==> config.mk <==
export PLATFORM = sky130hd
export DESIGN_NAME = seg_disp_sched
export DESIGN_NICKNAME = d
export VERILOG_FILES = /design/src/rtl/seg_disp_pkg.sv /design/src/rtl/seg_rr_pick.sv /design/src/rtl/seg_disp_sched.sv
export SDC_FILE = /design/constraint.sdc
export NUM_CORES = 1
export LEC_CHECK = 0
export CAP_MARGIN = 20
export CORE_AREA = 2 2 72 74
export DETAILED_ROUTE_END_ITERATION = 10
export DIE_AREA = 0 0 74 76
export PLACE_DENSITY = 0.89
export SYNTH_ARGS = -nofsm -noshare
export SYNTH_HDL_FRONTEND = slang
export SYNTH_HIERARCHICAL = 1
export SYNTH_SLANG_ARGS = --single-unit
==> constraint.sdc <==
create_clock -name cclk -period 4 [get_ports cclk]
set_input_delay 0.6 -clock cclk [delete_from_list [all_inputs] [get_ports cclk]]
set_output_delay 0.6 -clock cclk [all_outputs]
set_load 0.02 [all_outputs]
==> src/rtl/seg_disp_pkg.sv <==
// ============================================================================
// Module   : seg_disp_pkg
// Brief    : Shared types and constants for the display scheduler.
// Revision : 1.0
// ============================================================================
`default_nettype none

package seg_disp_pkg;

  typedef enum logic [0:0] {
    IDLE = 1'b0,
    SHOW = 1'b1
  } state_t;

  localparam int NREQ    = 3;
  localparam int OWNER_W = 2;

  localparam logic [OWNER_W-1:0] CH_ERR = 2'd0;
  localparam logic [OWNER_W-1:0] CH_RX  = 2'd1;
  localparam logic [OWNER_W-1:0] CH_TX  = 2'd2;

endpackage

`default_nettype wire

==> src/rtl/seg_rr_pick.sv <==
// ============================================================================
// Module   : seg_rr_pick
// Brief    : Combinational round-robin picker; searches last+1..last+3 mod 3.
// Revision : 1.0
// ============================================================================
`default_nettype none

module seg_rr_pick
  import seg_disp_pkg::*;
(
  input  logic [NREQ-1:0]    req,
  input  logic [OWNER_W-1:0] last,
  output logic               valid,
  output logic [OWNER_W-1:0] win
);

  logic [OWNER_W-1:0] w_cand;

  // Walk the search order backwards so the earliest candidate wins.
  always_comb begin
    valid  = |req;
    win    = CH_ERR;
    w_cand = CH_ERR;
    for (int k = NREQ; k >= 1; k--) begin
      w_cand = OWNER_W'((int'(last) + k) % NREQ);
      if (req[w_cand]) begin
        win = w_cand;
      end
    end
  end

endmodule

`default_nettype wire

==> src/rtl/seg_disp_sched.sv <==
// ============================================================================
// Module   : seg_disp_sched
// Brief    : Round-robin display scheduler with dwell timer and ch0 preemption.
// Revision : 1.0
// ============================================================================
`default_nettype none

module seg_disp_sched
  import seg_disp_pkg::*;
#(
  parameter int DWELL = 1000,
  parameter int CW    = 16
) (
  input  logic               cclk,
  input  logic               clr,
  input  logic [NREQ-1:0]    req,
  input  logic [15:0]        data0,
  input  logic [15:0]        data1,
  input  logic [15:0]        data2,
  output logic [NREQ-1:0]    ack,
  output logic [15:0]        x,
  output logic [OWNER_W-1:0] owner,
  output logic               busy
);

  localparam logic [CW-1:0] c_DWELL_M1 = CW'(DWELL - 1);

  state_t             r_state, w_state_n;
  logic [CW-1:0]      r_cnt, w_cnt_n;
  logic [OWNER_W-1:0] r_last, w_last_n;
  logic [OWNER_W-1:0] r_owner, w_owner_n;
  logic [15:0]        r_x, w_x_n;
  logic [NREQ-1:0]    r_ack, w_ack_n;
  logic               r_busy;

  logic               w_valid;
  logic [OWNER_W-1:0] w_win;
  logic               w_grant;
  logic [OWNER_W-1:0] w_gch;

  seg_rr_pick u_pick (
    .req   (req),
    .last  (r_last),
    .valid (w_valid),
    .win   (w_win)
  );

  always_comb begin
    w_state_n = r_state;
    w_cnt_n   = r_cnt;
    w_last_n  = r_last;
    w_owner_n = r_owner;
    w_x_n     = r_x;
    w_ack_n   = '0;
    w_grant   = 1'b0;
    w_gch     = w_win;

    case (r_state)
      IDLE: begin
        w_grant = w_valid;
      end
      SHOW: begin
        w_cnt_n = r_cnt - 1'b1;
        // Channel 0 cuts in on any other owner, whatever the dwell count.
        if ((r_owner != CH_ERR) && req[CH_ERR]) begin
          w_grant = 1'b1;
          w_gch   = CH_ERR;
        end else if (r_cnt == '0) begin
          w_grant = w_valid;
          if (!w_valid) begin
            w_state_n = IDLE;
            w_cnt_n   = '0;
          end
        end
      end
      default: begin
        w_state_n = IDLE;
      end
    endcase

    if (w_grant) begin
      w_state_n = SHOW;
      w_cnt_n   = c_DWELL_M1;
      w_last_n  = w_gch;
      w_owner_n = w_gch;
      w_ack_n   = NREQ'(1) << w_gch;
      case (w_gch)
        CH_ERR:  w_x_n = data0;
        CH_RX:   w_x_n = data1;
        default: w_x_n = data2;
      endcase
    end
  end

  always_ff @(posedge cclk or posedge clr) begin
    if (clr) begin
      r_state <= IDLE;
      r_cnt   <= '0;
      r_last  <= CH_TX;
      r_owner <= CH_ERR;
      r_x     <= 16'h0000;
      r_ack   <= '0;
      r_busy  <= 1'b0;
    end else begin
      r_state <= w_state_n;
      r_cnt   <= w_cnt_n;
      r_last  <= w_last_n;
      r_owner <= w_owner_n;
      r_x     <= w_x_n;
      r_ack   <= w_ack_n;
      r_busy  <= (w_state_n == SHOW);
    end
  end

  assign ack   = r_ack;
  assign x     = r_x;
  assign owner = r_owner;
  assign busy  = r_busy;

endmodule

`default_nettype wire

==> results.sh <==
export IMPL_status="complete, no violations"
export IMPL_ys_types=56
export IMPL_syn_area_per_cell_um2=8.78
export IMPL_power_density_nw_per_um2=481
export IMPL_fin_skew_ns=0.00460
export IMPL_path_delay_family="compound AO/OA/AOI/OAI gates"
export IMPL_grt_pass1_vias=2294
export IMPL_synth_flop_cell="dfrtp_1"
export IMPL_slowest_stage="o21ai_1"
export IMPL_dr_first_iter_drc_count=151
export IMPL_numCtsBuffers=5
export IMPL_ios=75
export IMPL_firstDrtPassIters=5
export IMPL_drive_gt1_frac=0.0863
export IMPL_cts_path_max_buffers=2
export IMPL_grt_overflow_total=0
export IMPL_ys_warnings_count=6
export IMPL_worst_pin_slew_ns=1.05
export IMPL_tns_ns=0
export IMPL_cts_sinks=39
export IMPL_synth_seq_cells=39
export IMPL_fmax_mhz=332
export IMPL_ys_async_sr_fraction=1.00
export IMPL_path_buf_inv=2
export IMPL_die_h_um=76
export IMPL_coreArea_um2=4910
export IMPL_worstSkewPairLatency_ns=0.29
export IMPL_cp_start_kind="flop"
export IMPL_finalHoldViolCount=0
export IMPL_netlist_area_leader_share=0.410
export IMPL_path_clk_slew_ns=0.07
export IMPL_drc=0
export IMPL_path_max_fanout=20
export IMPL_wire_per_inst_um=14.8
export IMPL_path_cells="inv_1 -> ha_1 -> nor2b_1 -> o221ai_1 -> o311ai_2 -> buf_4 -> o21ai_1 -> a21oi_1 -> a21oi_1"
export IMPL_synthesis_area_um2=2320
export IMPL_grt_start_max_net_pins=40
export IMPL_holdBufCountCts=0
export IMPL_postCtsSetupRepairBufs=0
export IMPL_htree_levels=2
export IMPL_ant_nets=0
export IMPL_crit_top_cell="a21oi_1"
export IMPL_globalplace_congestion=0.867
export IMPL_n_fill_cell=420
export IMPL_antennaDiodeCount=0
export IMPL_cts_tree="built"
export IMPL_wl_um=6020
export IMPL_multi_input_area_um2=1240
export IMPL_maxCapViolations=0
export IMPL_portBuffers=74
export IMPL_track_usage=0.231
export IMPL_relSlewSlack=0.292
export IMPL_final_nets=393
export IMPL_end_kind="flop"
export IMPL_fin_crit_ns=3.01
export IMPL_ir_worst_vdd_v=0.000300
export IMPL_vias=2275
export IMPL_clock_root_buffer="clkbuf_8"
export IMPL_worstSetupStartpoint="r_last[0]"
export IMPL_antenna_found_initial=0
export IMPL_rows=26
export IMPL_syn_to_final_growth_pct=39.5
export IMPL_die_width_um=74
export IMPL_synth_area_top_cells="dfrtp_1, a21oi_1, nor2_1, a22oi_1, ha_1"
export IMPL_grt_pass1_wl_um=10200
export IMPL_dp_hpwl_um=4560
export IMPL_hold_class="flop to flop"
export IMPL_crit_required_ns=4.21
export IMPL_vias_per_cell=5.60
export IMPL_setup_viol=0
export IMPL_min_period_over_period=0.754
export IMPL_hp_start="r_last[1]"
export IMPL_synth_cells=264
export IMPL_synth_top_area_cell="dfrtp_1"
export IMPL_die_area_um2=5620
export IMPL_power_total_w=0.00156
export IMPL_ys_seq_area_frac=0.421
export IMPL_synth_edf_count=0
export IMPL_cellLeakagePower_nw=1.33
export IMPL_finish_utilization=0.658
export IMPL_critPathMaxStageDelay_ns=0.83
export IMPL_criticalPathCategory="flop to flop"
export IMPL_seq_area_um2=977
export IMPL_synth_nets=322
export IMPL_rsz0062_at_grt="false"
export IMPL_r2r_start="r_last[0]"
export IMPL_drv_slew=0
export IMPL_start_util=0.472
export IMPL_worstPathArrival_ns=3.23
export IMPL_postCtsResizedCells=0
[routing by layer]
layer,track usage,part of all wire,up-vias
met2,0.369,0.48,85
met5,0,0,-
li1,-,-,1104
met1,0.284,0.41,1074
met3,0.0873,0.085,12
met4,0.0782,0.022,0
[path summary, 6_finish.rpt]
check	endpoint	slack [ns]	cells past startpoint
max	x[12]	0.99	9
min	r_last[1]	0.50	2
max reg2reg	x[12]	0.99	9
min reg2reg	r_last[1]	0.50	2
max in group asynchronous	r_last[1]	2.91	3
min in group asynchronous	x[12]	0.73	3
[worst reg2reg max path, delay by kind of cell, from the launching register on]
| kind | cells | cell delay, ns |
|---|---|---|
| AND/OR/NAND/NOR | 1 | 0.17 |
| flip-flops | 1 | 0.52 |
| AO/OA/AOI/OAI | 5 | 1.54 |
| adder cells (fa/ha/maj) | 1 | 0.39 |
| buffers and inverters | 2 | 0.31 |
[flip-flops by register name (all words and copies together) (netlist names)]
name,cells
r_cnt,16
ack,3
owner,1
x,16
busy,1
r_last,2
[cell usage in the layout (no fill, tap or decap), types with 4 or more instances in the layout]
cell / count
a21oi_1: 39
a22oi_1: 15
buf_4: 4
clkbuf_8: 7
clkdlybuf4s50_1: 74
dfrtp_1: 38
ha_1: 5
inv_1: 10
nand2_1: 10
nand3_1: 4
nor2_1: 44
o21ai_0: 10
o21ai_1: 9
or3_1: 4
[per-stage QoR]
| stage | cells | hold WS, ns | setup slack, ns | instance area, um2 |
|---|---|---|---|---|
| CTS | 406 | 0.503 | 0.979 | 3230 |
| detailed placement | 398 | 0.488 | 0.823 | 3130 |
| floorplan | 264 | 0.459 | 1.41 | 2320 |
| global route | 406 | 0.518 | 0.696 | 3230 |
| finish | 406 | 0.498 | 0.985 | 3230 |
| global placement | 398 | 0.471 | 0.893 | 3130 |
[power by group]
part / internal [W] / total (W) / switching [W]
registers: 0.000507 / 0.000613 / 0.000106
logic: 0.000324 / 0.000656 / 0.000332
clock network: 0.000157 / 0.000288 / 0.000131
total: 0.000988 / 0.00156 / 0.000568
[kinds of logic (layout without fill, tap and decap cells)]
logic type | after synthesis | count (layout) | share of synthesized area
fa+ha+maj | 5 | 5 | 0.0270
buf+inv | 26 | 98 | 0.0480
compound gates | 100 | 100 | 0.273
simple gates | 93 | 93 | 0.227
xor+xnor | 1 | 1 | 0.00378
flops | 39 | 39 | 0.421
[Yosys cell counts, types with 3 or more instances]
library cell	instances
or3_1	4
nor3_1	3
buf_2	8
o31ai_1	3
a21oi_1	39
nand3_1	4
o21ai_1	9
o21ai_0	10
dfrtp_1	38
a31oi_1	3
nor2_1	44
nor2b_1	3
a22oi_1	15
nand2b_1	3
nand2_1	10
clkbuf_1	5
ha_1	5
inv_1	10
[layout make-up]
| class | instances | share of cell area |
|---|---|---|
| clock buffers | 8 | 0.0309 |
| inverters | 11 | 0.0128 |
| multi-input cells | 199 | 0.383 |
| flip-flops and latches | 39 | 0.302 |
| well taps | 70 | 0.0271 |
| repair buffers | 79 | 0.244 |
No activity file was read; power rests on OpenSTA's default activity.
